$ cat src/rtl/mbscore_irq_ctrl.sv
// mbscore_irq_ctrl
// Multi-channel vectored interrupt controller for the MBScore core.
// Latches interrupt sources (per-channel level or rising-edge mode), applies
// a software mask and the global disable, picks the lowest-numbered active
// channel, stalls the pipeline, issues a vectored jump and then holds the
// in-service flag until the core signals end-of-interrupt.
//
// Ports:
//   clk        system clock, all state changes on the rising edge
//   rst_n      synchronous active-low reset
//   irq_in     raw interrupt lines, synchronous to clk
//   int_en_n   global interrupt disable (1 = disabled)
//   mask_we    mask write strobe
//   mask_wdata new mask value, 1 = channel enabled
//   ack        core has taken the jump and saved its PC
//   eoi        core has executed return-from-interrupt
//   stop       pipeline stall request
//   set_intr   in-service flag
//   int_jump   vector valid, force PC to int_addr
//   int_addr   handler address
//   int_id     index of the channel being serviced
//   pending    raw pending vector before masking
module mbscore_irq_ctrl #(
  parameter int                    NUM_IRQ         = 8,
  parameter int                    ADDR_WIDTH      = 32,
  parameter logic [ADDR_WIDTH-1:0] VEC_BASE        = 32'h0000_0100,
  parameter int                    VEC_STRIDE_LOG2 = 4,
  parameter logic [NUM_IRQ-1:0]    EDGE_MODE       = '0
) (
  input  logic                  clk,
  input  logic                  rst_n,
  input  logic [NUM_IRQ-1:0]    irq_in,
  input  logic                  int_en_n,
  input  logic                  mask_we,
  input  logic [NUM_IRQ-1:0]    mask_wdata,
  input  logic                  ack,
  input  logic                  eoi,
  output logic                  stop,
  output logic                  set_intr,
  output logic                  int_jump,
  output logic [ADDR_WIDTH-1:0] int_addr,
  output logic [4:0]            int_id,
  output logic [NUM_IRQ-1:0]    pending
);

  typedef enum logic [1:0] {
    IDLE    = 2'd0,
    STALL   = 2'd1,
    JUMP    = 2'd2,
    SERVICE = 2'd3
  } state_t;

  state_t              state;
  logic [NUM_IRQ-1:0]  irq_q;
  logic [NUM_IRQ-1:0]  edge_pend;
  logic [NUM_IRQ-1:0]  mask;
  logic [NUM_IRQ-1:0]  active;
  logic [NUM_IRQ-1:0]  clr_vec;
  logic [4:0]          sel;
  logic                req;
  logic                ack_take;
  logic [ADDR_WIDTH-1:0] vec_addr;

  // Level channels are never stored, so the visible pending vector mixes the
  // edge latch with the live irq_in lines.
  assign pending  = (edge_pend & EDGE_MODE) | (irq_in & ~EDGE_MODE);
  assign active   = pending & mask;
  assign req      = (|active) & ~int_en_n;
  assign ack_take = (state == JUMP) && ack;
  assign vec_addr = VEC_BASE + (ADDR_WIDTH'(int_id) << VEC_STRIDE_LOG2);

  // Priority pick: scanning downward lets the lowest active index win.
  always_comb begin
    sel = '0;
    for (int i = NUM_IRQ - 1; i >= 0; i--) begin
      if (active[i]) sel = 5'(i);
    end
  end

  // Only the channel being acknowledged has its edge latch cleared.
  always_comb begin
    clr_vec = '0;
    for (int i = 0; i < NUM_IRQ; i++) begin
      clr_vec[i] = ack_take && (int_id == 5'(i));
    end
  end

  // Edge detection and latching; a fresh edge in the clear cycle is ORed in
  // after the clear so the new request is not lost.
  always_ff @(posedge clk) begin
    if (!rst_n) begin
      irq_q     <= '0;
      edge_pend <= '0;
    end else begin
      irq_q     <= irq_in;
      edge_pend <= ((edge_pend & ~clr_vec) | (irq_in & ~irq_q)) & EDGE_MODE;
    end
  end

  // Software mask, all channels enabled out of reset.
  always_ff @(posedge clk) begin
    if (!rst_n) begin
      mask <= '1;
    end else if (mask_we) begin
      mask <= mask_wdata;
    end
  end

  // Service sequencer. Outputs are registered alongside the state so each
  // one is a clean flop; int_id is frozen at selection so a later mask
  // change or a dropped level line cannot alter the vector.
  always_ff @(posedge clk) begin
    if (!rst_n) begin
      state    <= IDLE;
      int_id   <= '0;
      stop     <= 1'b0;
      set_intr <= 1'b0;
      int_jump <= 1'b0;
      int_addr <= '0;
    end else begin
      case (state)
        IDLE: begin
          if (req) begin
            state  <= STALL;
            int_id <= sel;
            stop   <= 1'b1;
          end
        end
        STALL: begin
          state    <= JUMP;
          stop     <= 1'b1;
          int_jump <= 1'b1;
          set_intr <= 1'b1;
          int_addr <= vec_addr;
        end
        JUMP: begin
          if (ack) begin
            state    <= SERVICE;
            stop     <= 1'b0;
            int_jump <= 1'b0;
            int_addr <= '0;
          end
        end
        SERVICE: begin
          if (eoi) begin
            state    <= IDLE;
            set_intr <= 1'b0;
          end
        end
      endcase
    end
  end

endmodule

$ cat config.mk
export PLATFORM = sky130hd
export DESIGN_NAME = mbscore_irq_ctrl
export DESIGN_NICKNAME = d
export VERILOG_FILES = /design/src/rtl/mbscore_irq_ctrl.sv
export SDC_FILE = /design/constraint.sdc
export NUM_CORES = 1
export LEC_CHECK = 0
export CAP_MARGIN = 20
export CORE_MARGIN = 2
export CORE_UTILIZATION = 30
export CTS_BUF_LIST = sky130_fd_sc_hd__clkbuf_4 sky130_fd_sc_hd__clkbuf_8
export CTS_CLUSTER_DIAMETER = 40
export DETAILED_ROUTE_END_ITERATION = 8
export PLACE_DENSITY_LB_ADDON = 0.08
export SYNTH_ARGS = -nofsm -noshare
export SYNTH_HDL_FRONTEND = slang
export SYNTH_SLANG_ARGS = --single-unit
$ cat constraint.sdc
create_clock -name clk -period 2.2 [get_ports clk]
set_input_delay 0.44 -clock clk [delete_from_list [all_inputs] [get_ports clk]]
set_output_delay 0.44 -clock clk [all_outputs]
set_load 0.02 [all_outputs]
==> key figures <==
Clocking
  – Post-cts hold buffer count: 0
  – Clk Latency, worst-skew pair: between 0.2 and 0.3 ns
  – Clock transition at path regs: roughly 0.07 ns
  – Root buf cell: clkbuf_8
  – CTS Buf Count: 3
  – CTS H-Tree Depth: 1
  – CTS Sinks: 19
  – Post-CTS setup repair buffer count: 0
  – CTS tree: built
  – CTS max path bufs: 2
  – PostCTS Resize Cnt: 0

Critical path
  – Slowest CP cell: clkdlybuf4s50_1
  – Slowest Stage Delay on Critical Path: between 0.6 and 0.7 ns
  – CP Launch Type: input port
  – Req. time, crit path: around 1.8 ns
  – CP delay by family, top: buffers and inverters
  – Crit path DAT: approximately 1.6 ns
  – Crit path buf inv count: 2
  – Critical path's most frequent cell: clkdlybuf4s50_1
  – Worst reg2reg path depth: 6
  – Maximum fanout along the worst path: 4
  – Crit. End Element: primary output
  – Crit path kind: input port to primary output
  – FF-to-FF End: int_id[0]
  – RR Startpoint: state[0]
  – Reg-to-reg slack, setup: roughly 0.66 ns
  – Worst path cell trace: clkdlybuf4s50_1 > clkdlybuf4s50_1

Logic synthesis
  – Main flop type after synthesis: dfxtp_1
  – Mapped cell area: between 1000 and 1500 sq um
  – Synth Warn #: 0
  – Synth area leader: dfxtp_1
  – Asr flop ratio synth: 0%
  – Top-area cell type share of the netlist area: about a third
  – Number of synthesized flops with an enable pin: 0
  – Gate count after technology mapping: 140
  – Yosys reg bits: 19
  – Synth cell types: 26
  – Register area share after synthesis: a little under a third
  – Avg Inst Size Synth: between 8 and 9 sq um
  – Top cells by area, synth: dfxtp_1 (32%), buf_4 (25%), mux2i_1 (7.5%)

STA
  – Final Critical Period: around 2.1 ns
  – Pins Over Slew Limit: 0
  – Setup violators final: 0
  – FMAX: between 400 and 500 MHz
  – Fin Setup TNS: 0 ns
  – Fin crit share: between 90 and 100%
  – RSZ-0062 raised after global routing: false
  – Clk_skew: 0.00324 ns
  – PnR worst setup slack: ~0.13 ns
  – Final hold violations: 0

Placement
  – IO buf count: 39
  – HPWL after DPL: between 1500 and 2000 microns
  – Post-DP Area: approximately 1500 sq um
  – Pre-CTS setup slack: roughly 0.12 ns
  – DP Cell Count: 217
  – Routability Congestion: approximately 0.78

Worst hold path
  – Hold path cells: 2
  – Hold Crit Endpoint: stop
  – HP Class: register to register
  – Hold Crit Start: stop

Floorplanning
  – # IOs: 70
  – # rows: 22
  – Placeable Area: 3740 sq um
  – Die Y: between 60 and 70 microns
  – Starting Density: between 30% and 40%
  – Die area: ~4500 sq um
  – Chip width: between 60 and 70 microns

Finish
  – Multi-input gate area: 607 sq um
  – Post-route cell area: 1520 sq um
  – Non-Filler Instances: around 220
  – Final-stage net count: 200
  – Antenna Cells: 0
  – Commonest non-fill, non-tap cell in the layout: clkdlybuf4s50_1
  – # fillers: a little under 400
  – Final Util: 40.5%
  – Seq. cell area: around 380 sq um
  – Fraction of layout cells with a size suffix above 1: ~5.8%
  – Area growth from synthesis to layout: 27.0%
  – Most frequent cells in the layout: clkdlybuf4s50_1 (39), conb_1 (30), nand2_1 (20)

Run
  – Max-cap violations: 0

Drt
  – WL/cell: 10.8 microns
  – DRC Markers: 0
  – DRT iter0 DRCs: 20
  – Routed wire length: 2400 microns
  – Final ANT Viol Nets: 0
  – Via density: 4.28
  – Total number of vias: 946
  – First drt pass iteration count: 4

Power and ir drop
  – Leak pwr: roughly 0.67 nW
  – PD cells: ~850 nW/um^2
  – Max VDD drop: approximately 0.4 mV

Status
  – Status: completed

Global route
  – Vias in the first global route: around 840
  – Total gr overflow: 0
  – Initial antenna violation count: 0
  – Maximum number of pins on one net before global-route repair: 14
  – GR Util All Layers: ~11%
  – First-pass GRT wire length: between 3000 and 4000 microns
## where the power goes
| group | leakage [nW] | switching [mW] | total (mW) | internal, mW |
|---|---|---|---|---|
| combinational | 0.489 | 0.315 | 0.569 | 0.254 |
| clock | 0.0262 | 0.114 | 0.255 | 0.141 |
| sequential | 0.157 | 0.0527 | 0.464 | 0.411 |
| total | 0.672 | 0.482 | 1.29 | 0.806 |
## synthesized netlist by cell type (2+ instances only)
library cell	count
a22oi_2	2
nand2b_1	4
a32oi_1	2
ha_1	4
a22oi_1	5
o21ai_0	3
buf_4	39
clkbuf_1	2
mux2i_1	9
dfxtp_1	19
nand2_1	20
a21oi_1	6
nor2b_1	2
inv_1	3
a41o_1	2
nor2_1	8
## area by class of cell
type / count / share of cell area, %
multi-input cells: 105 / 40.0
repair buffers: 41 / 26.7
flip-flops and latches: 19 / 25.1
inverters: 4 / 0.990
well taps: 48 / 3.96
clock buffers: 4 / 3.22
## stage by stage
| step | power [mW] | hold slack [ns] |
|---|---|---|
| global route | 1.40 | 0.525 |
| global placement | 1.04 | 0.471 |
| CTS | 1.31 | 0.482 |
| floorplan | 0.892 | 0.465 |
| finish | 1.29 | 0.474 |
| detailed placement | 1.05 | 0.472 |
## registers in the layout (all words and copies together) (netlist names)
register and flops:
int_id 3, mask 8, int_addr 4, state 2
stop 1, set_intr 1
## kinds of logic after synthesis
group                      count (synthesis)  share of synthesized area, %
AOI/OAI and AO/OA                         26                          16.9
adders and majority gates                  4                          4.19
buffers and inverters                     45                          26.4
DFF                                       19                          31.9
muxes                                      9                          7.55
other                                      1                         0.314
and+or+nand+nor                           36                          12.8
## layer usage
layer | global-route usage (%) | wire length [microns] | part of all wire, % | vias to the layer above
met5 | 0 | 0 | 0 | -
met4 | 3.06 | 18 | 0.75 | 0
met3 | 4.22 | 185 | 7.7 | 2
met2 | 19.6 | 1160 | 49 | 42
met1 | 12.6 | 1030 | 43 | 430
li1 | - | - | - | 472
## worst max-delay path by stage
stage | start | end | cells past startpoint | slack [ns]
finish | irq_in[5] | pending[5] | 2 | 0.13
global route | irq_in[5] | pending[5] | 2 | 0.12
CTS | irq_in[5] | pending[5] | 2 | 0.12
detailed placement | irq_in[5] | pending[5] | 2 | 0.12
global placement | irq_in[5] | pending[5] | 2 | 0.14
floorplan | state[0] | int_id[0] | 6 | 0.83
Note: power is estimated with default switching activity, not from simulation.
